File: src/rtl/rect_fill_ctrl_if.sv
// rect_fill_ctrl_if: pixel write port between the rectangle filler and the
// layer RAM arbiter.
//   wr_req   - a pixel write is pending (master -> slave)
//   wr_grant - the arbiter accepts the pending write on this edge (slave -> master)
//   wr_addr  - framebuffer address, y*H_RES + x
//   wr_data  - 3-bit RGB pixel colour
//   wr_layer - target layer 0..2
interface rect_fill_ctrl_if #(
  parameter int ADDR_W = 19
);
  logic              wr_req;
  logic              wr_grant;
  logic [ADDR_W-1:0] wr_addr;
  logic [2:0]        wr_data;
  logic [1:0]        wr_layer;

  modport master (output wr_req, wr_addr, wr_data, wr_layer, input wr_grant);
  modport slave  (input wr_req, wr_addr, wr_data, wr_layer, output wr_grant);
endinterface

File: src/rtl/rect_fill_ctrl.sv
// rect_fill_ctrl: rectangle draw sequencer for the paint/VGA path.
// Captures two corners from the cursor, drives the live preview corners and
// state, then fills the rectangle one pixel per accepted write in raster order.
// Ports:
//   clk, reset_n             - clock, async active-low reset
//   btn_mark, btn_cancel     - one-cycle button pulses
//   cursor_x, cursor_y       - cursor position (clamped on capture)
//   draw_color, layer_sel    - fill colour and target layer (3 maps to 0)
//   state_rect               - 10 IDLE, 01 ANCHOR, 11 FILL
//   recg_{x,y}_pt{1,2}       - preview corners
//   wr                       - pixel write port (master side)
//   busy, done               - fill in progress / one-cycle completion pulse
module rect_fill_ctrl #(
  parameter int H_RES  = 640,
  parameter int V_RES  = 480,
  parameter int ADDR_W = 19
) (
  input  logic        clk,
  input  logic        reset_n,
  input  logic        btn_mark,
  input  logic        btn_cancel,
  input  logic [9:0]  cursor_x,
  input  logic [9:0]  cursor_y,
  input  logic [2:0]  draw_color,
  input  logic [1:0]  layer_sel,
  output logic [1:0]  state_rect,
  output logic [9:0]  recg_x_pt1,
  output logic [9:0]  recg_y_pt1,
  output logic [9:0]  recg_x_pt2,
  output logic [9:0]  recg_y_pt2,
  rect_fill_ctrl_if.master wr,
  output logic        busy,
  output logic        done
);

  typedef enum logic [1:0] {
    S_IDLE   = 2'b10,
    S_ANCHOR = 2'b01,
    S_FILL   = 2'b11
  } state_t;

  localparam logic [9:0]        X_LIM  = 10'(H_RES - 1);
  localparam logic [9:0]        Y_LIM  = 10'(V_RES - 1);
  localparam logic [ADDR_W-1:0] STRIDE = ADDR_W'(H_RES);

  state_t            state;
  logic [9:0]        xmin, xmax, ymax, fx, fy;
  logic [ADDR_W-1:0] row_base, addr_q;
  logic [2:0]        data_q;
  logic [1:0]        layer_q;

  // clamped cursor and the bounding box formed with the new second corner
  logic [9:0]        cx, cy, nxmin, nxmax, nymin, nymax;
  logic [ADDR_W-1:0] row0;

  always_comb begin
    cx    = (cursor_x > X_LIM) ? X_LIM : cursor_x;
    cy    = (cursor_y > Y_LIM) ? Y_LIM : cursor_y;
    nxmin = (recg_x_pt1 < cx) ? recg_x_pt1 : cx;
    nxmax = (recg_x_pt1 < cx) ? cx : recg_x_pt1;
    nymin = (recg_y_pt1 < cy) ? recg_y_pt1 : cy;
    nymax = (recg_y_pt1 < cy) ? cy : recg_y_pt1;
    row0  = ADDR_W'(nymin) * STRIDE;
  end

  // request/busy decode straight from the state register, so they are glitch-free
  assign state_rect  = state;
  assign busy        = (state == S_FILL);
  assign wr.wr_req   = (state == S_FILL);
  assign wr.wr_addr  = addr_q;
  assign wr.wr_data  = data_q;
  assign wr.wr_layer = layer_q;

  always_ff @(posedge clk or negedge reset_n) begin
    if (!reset_n) begin
      state      <= S_IDLE;
      recg_x_pt1 <= '0;
      recg_y_pt1 <= '0;
      recg_x_pt2 <= '0;
      recg_y_pt2 <= '0;
      xmin       <= '0;
      xmax       <= '0;
      ymax       <= '0;
      fx         <= '0;
      fy         <= '0;
      row_base   <= '0;
      addr_q     <= '0;
      data_q     <= '0;
      layer_q    <= '0;
      done       <= 1'b0;
    end else begin
      done <= 1'b0;
      case (state)
        S_IDLE: begin
          if (btn_mark) begin
            recg_x_pt1 <= cx;
            recg_y_pt1 <= cy;
            recg_x_pt2 <= cx;
            recg_y_pt2 <= cy;
            state      <= S_ANCHOR;
          end
        end
        S_ANCHOR: begin
          // cancel beats mark and leaves the corners as they were
          if (btn_cancel) begin
            state <= S_IDLE;
          end else begin
            recg_x_pt2 <= cx;
            recg_y_pt2 <= cy;
            if (btn_mark) begin
              xmin     <= nxmin;
              xmax     <= nxmax;
              ymax     <= nymax;
              fx       <= nxmin;
              fy       <= nymin;
              row_base <= row0;
              addr_q   <= row0 + ADDR_W'(nxmin);
              data_q   <= draw_color;
              layer_q  <= (layer_sel == 2'd3) ? 2'd0 : layer_sel;
              state    <= S_FILL;
            end
          end
        end
        S_FILL: begin
          // address register advances only on accept, so it is stable while stalled
          if (wr.wr_grant) begin
            if (fx < xmax) begin
              fx     <= fx + 10'd1;
              addr_q <= addr_q + ADDR_W'(1);
            end else if (fy < ymax) begin
              fx       <= xmin;
              fy       <= fy + 10'd1;
              row_base <= row_base + STRIDE;
              addr_q   <= row_base + STRIDE + ADDR_W'(xmin);
            end else begin
              state <= S_IDLE;
              done  <= 1'b1;
            end
          end
        end
        default: state <= S_IDLE;
      endcase
    end
  end

endmodule

File: src/flat_wrapper.sv
// flat-port wrapper written by rule: the top's interface ports become plain ports
module rect_fill_ctrl_flat 
#(
  parameter int H_RES  = 640,
  parameter int V_RES  = 480,
  parameter int ADDR_W = 19
)
  (clk, reset_n, btn_mark, btn_cancel, cursor_x, cursor_y, draw_color, layer_sel, state_rect, recg_x_pt1, recg_y_pt1, recg_x_pt2, recg_y_pt2, busy, done, wr_wr_req, wr_wr_addr, wr_wr_data, wr_wr_layer, wr_wr_grant);
  rect_fill_ctrl_if #(.ADDR_W(ADDR_W)) wr_i ();
  input  logic clk;
  input  logic reset_n;
  input  logic btn_mark;
  input  logic btn_cancel;
  input  logic [9:0] cursor_x;
  input  logic [9:0] cursor_y;
  input  logic [2:0] draw_color;
  input  logic [1:0] layer_sel;
  output logic [1:0] state_rect;
  output logic [9:0] recg_x_pt1;
  output logic [9:0] recg_y_pt1;
  output logic [9:0] recg_x_pt2;
  output logic [9:0] recg_y_pt2;
  output logic busy;
  output logic done;
  output wire logic [$bits(wr_i.wr_req)-1:0] wr_wr_req;
  output wire logic [$bits(wr_i.wr_addr)-1:0] wr_wr_addr;
  output wire logic [$bits(wr_i.wr_data)-1:0] wr_wr_data;
  output wire logic [$bits(wr_i.wr_layer)-1:0] wr_wr_layer;
  input wire logic [$bits(wr_i.wr_grant)-1:0] wr_wr_grant;
  assign wr_wr_req = wr_i.wr_req;
  assign wr_wr_addr = wr_i.wr_addr;
  assign wr_wr_data = wr_i.wr_data;
  assign wr_wr_layer = wr_i.wr_layer;
  assign wr_i.wr_grant = wr_wr_grant;
  rect_fill_ctrl #(.H_RES(H_RES), .V_RES(V_RES), .ADDR_W(ADDR_W)) u_core (.clk(clk), .reset_n(reset_n), .btn_mark(btn_mark), .btn_cancel(btn_cancel), .cursor_x(cursor_x), .cursor_y(cursor_y), .draw_color(draw_color), .layer_sel(layer_sel), .state_rect(state_rect), .recg_x_pt1(recg_x_pt1), .recg_y_pt1(recg_y_pt1), .recg_x_pt2(recg_x_pt2), .recg_y_pt2(recg_y_pt2), .wr(wr_i), .busy(busy), .done(done));
endmodule
File: config.mk
export PLATFORM = sky130hd
export DESIGN_NAME = rect_fill_ctrl_flat
export DESIGN_NICKNAME = d
export VERILOG_FILES = /design/src/rtl/rect_fill_ctrl_if.sv /design/src/rtl/rect_fill_ctrl.sv /design/src/flat_wrapper.sv
export SDC_FILE = /design/constraint.sdc
export NUM_CORES = 1
export LEC_CHECK = 0
export CORE_ASPECT_RATIO = 0.8
export CORE_MARGIN = 4
export CORE_UTILIZATION = 35
export DETAILED_ROUTE_END_ITERATION = 8
export GPL_TIMING_DRIVEN = 0
export PLACE_DENSITY = 0.68
export SYNTH_ARGS = -nofsm -noshare
export SYNTH_HDL_FRONTEND = slang
export SYNTH_SLANG_ARGS = --single-unit
File: constraint.sdc
create_clock -name clk -period 4.35 [get_ports clk]
set_input_delay 0.87 -clock clk [delete_from_list [all_inputs] [get_ports clk]]
set_output_delay 0.87 -clock clk [all_outputs]
set_load 0.02 [all_outputs]
==> impl_results.md <==
* Max-cap violations at 0
* Critical path, cell by cell: buf_6, a41oi_4, nand2_2, ha_4, a41oi_2, nor2_1, nor3_1, nand2_2, or2_1, buf_6, o21ai_4, inv_1, ha_2, ha_4, fa_2, a211oi_4, o21bai_4, xnor2_4, and4_4, a31oi_4, and3_1, or3b_1
* Final Instance Area at between 0.01 and 0.015 mm2
* Final setup fails at 5
* CP max stage cell: fa_2
* Latest clock arrival within the worst-skew pair at ~0.44 ns
* Cell Area, Placed at 0.0104 mm2
* Post-Syn Instances at 1,071
* Hold crit path type: in2async
* CTS tree: done
* Drt via density at a little under 6
* Crit share post-route at 109%
* H-tree Lvls at 4
* Async S/R FF share, synth at 100%
* Initial core utilization at 35.9%
* Crit. Startpoint: cursor_y[8]
* Total gr overflow at 0
* Count of flip-flops with a built-in enable after synthesis at 0
* Overall routing resource usage at around 22%
* Crit path max-delay family: simple AND/OR/NAND/NOR gates
* Wirelength per Cell at 20.0 um
* DRC viols at 0
* First-pass GRT wire length at ~48,000 um
* Worst R2R Start: u_core.recg_y_pt1[7]$_DFFE_PN0P_
* CTS Buf Count at 17
* Max-slew violation count at 0
* Hold_buf cts at 0
* Nets at around 1,300
* Worst relative slew slack at about a third
* Final Skew at between 0.01 and 0.015 ns
* Buf/Inv on CP at 3
* Total wire length at 31,200 um
* Crit Path Max Fanout at 7
* Fillers at between 2,000 and 2,500
* Library cells used by synthesis at 78
* WS Path Type: in2reg
* Fmax at ~210 MHz
* Die area at 0.0279 mm2
* Largest cells by area after synthesis: dfrtp_1, ha_1, nand2_1
* Core area at 0.0246 mm2
* Clock tree sinks at roughly 130
* Reg clk slew, reported paths at 0.06 ns
* Synth area leader: dfrtp_1
* Final RePlAce weighted congestion at roughly 0.99
* Slack of the critical path at -0.383 ns
* Synth top area share at roughly 36%
* Initial drt markers at between 1,000 and 1,500
* Die width at ~190 um
* CP required at 4.66 ns
* DRT antenna net count at 0
* IO buf count at ~100
* Clk buf depth at 2
* Status: finished with violations
* CP Launch Type: primary input
* HPWL Detailed at roughly 22,000 um
* Die H at 150 um
* Syn. warnings at 0
* Num rows at between 50 and 60
* CP endpoint kind: flop
* Critical path's largest stage delay at 0.37 ns
* Failing checks: setup timing
* Arrival time worst endpoint at 5.04 ns
* Synth Area per Inst at around 8.3 um2
* Mapped Area at between 0.008 and 0.009 mm2
* Vias in the first global route at between 8,000 and 9,000
* I/O Pins at just under 100
* Largest net degree at the start of global routing at 92
* Sequential element share of the synthesized area at a little over a third
* Layout cells sized above 1 at between 10% and 20%
* Number of diodes at 0
* 1st-pass router iterations at 7
* Yosys reg bits at 129
* Initial antenna violation count at 0
* Period minus WS final at 4.73 ns
* Hold Slack at roughly 0.34 ns
* Final Hold Fails at 0
* Top_reg_cell synth: dfrtp_1
* Synth top cells by count: nand2_1, dfrtp_1, o21ai_0
* Clk Tree Root Cell: clkbuf_16
* DR vias at 9,174
* Slew @ Worst Pin at around 1 ns
* Area delta synth->final at 33.2%
* Mapped Nets at 1,160
* Most common cell in the synthesized netlist: nand2_1
* Unrepaired setup endpoints after global routing: yes
-- sequential cells by signal, indices dropped and copies added, names as in the netlist --
register            cells
u_core.fy              10
u_core.wr.wr_layer      2
u_core.state_rect       2
u_core.xmax            10
u_core.wr.wr_data       3
u_core.xmin            10
u_core.done             1
u_core.recg_x_pt1      10
u_core.wr.wr_addr      19
u_core.ymax            10
u_core.recg_y_pt1      10
u_core.recg_y_pt2      10
u_core.recg_x_pt2      10
u_core.fx              10
u_core.row_base        12
-- repair_timing --
item                       in CTS  in global routing
setup endpoints to repair      23                 14
resized for setup              93                 54
buffers inserted               19                 23
cloned                          0                  1
pin swaps                      27                 18
-- area by class of cell --
class	instances	area (um2)	share of cell area, %
buffer	56	256	2.18
clock buffer	19	453	3.84
clock inverter	12	133	1.13
inverter	48	180	1.53
multi-input combinational	837	5780	49.0
sequential	129	3230	27.4
tap	318	398	3.38
timing repair buffer	141	1360	11.5
-- worst register-to-register path: stages, from the launching register on --
cell      delay (ns)
dfrtp_1         0.50
ha_1            0.36
a211oi_1        0.23
nor2_1          0.07
nor3_1          0.21
nand2_2         0.10
or2_1           0.24
buf_6           0.15
o21ai_4         0.19
inv_1           0.08
ha_2            0.19
ha_4            0.16
fa_2            0.37
a211oi_4        0.28
o21bai_4        0.20
xnor2_4         0.18
and4_4          0.30
a31oi_4         0.09
and3_1          0.20
or3b_1          0.34
-- per-layer routing --
metal  wire length, um  vias up  global-route usage [%]  share of wire (%)
met2             13400      468                    32.2                 43
met1             14000     4423                    31.8                 45
met3              3200       60                    5.70                 10
met5                 0        -                       0                  0
met4               636        0                    6.63                2.0
li1                  -     4223                       -                  -
-- stage by stage --
stage / setup TNS (ns) / utilization (%) / std cells / setup WS [ns]
6_report: -1.28 / 47.9 / 1560 / -0.383
5_1_grt: -2.09 / 47.9 / 1560 / -0.498
4_1_cts: -0.958 / 46.2 / 1537 / -0.389
3_5_place_dp: -36.30 / 42.0 / 1488 / -2.00
3_3_place_gp: -411.83 / 41.9 / 1487 / -2.97
2_1_floorplan: -1.96 / - / 1071 / -0.595
-- cell usage in the layout (no fill, tap or decap), types with 39 or more instances in the layout --
| master | instances |
|---|---|
| ha_1 | 49 |
| inv_1 | 47 |
| nor2_1 | 68 |
| clkdlybuf4s50_1 | 87 |
| a21oi_1 | 51 |
| dfrtp_1 | 128 |
| nand2_1 | 147 |
| buf_4 | 40 |
| clkbuf_1 | 39 |
| o21ai_0 | 98 |
-- final timing paths --
| check | slack (ns) | endpoint | cells past startpoint |
|---|---|---|---|
| max | -0.38 | u_core.wr.wr_addr[18]$_DFFE_PN0P_ | 22 |
| min | 0.34 | u_core.recg_y_pt1[0]$_DFFE_PN0P_ | 1 |
| max reg2reg | -0.21 | u_core.wr.wr_addr[18]$_DFFE_PN0P_ | 19 |
| min reg2reg | 0.48 | u_core.wr.wr_data[0]$_DFFE_PN0P_ | 2 |
| max in group asynchronous | 3.17 | u_core.fx[6]$_DFFE_PN0P_ | 2 |
| min in group clk | 0.48 | u_core.wr.wr_data[0]$_DFFE_PN0P_ | 2 |
-- logic make-up after synthesis --
kind of cell	share of synthesized area [%]
and+or+nand+nor	19.5
AOI/OAI and AO/OA	25.1
DFF	36.5
buffers and inverters	4.64
adders and majority gates	8.51
xor gates and xnor gates	4.45
muxes	1.27
other	0.0424
Power is not shown: default switching activity piles up to over one toggle a cycle in this logic, so the estimate is an artifact.
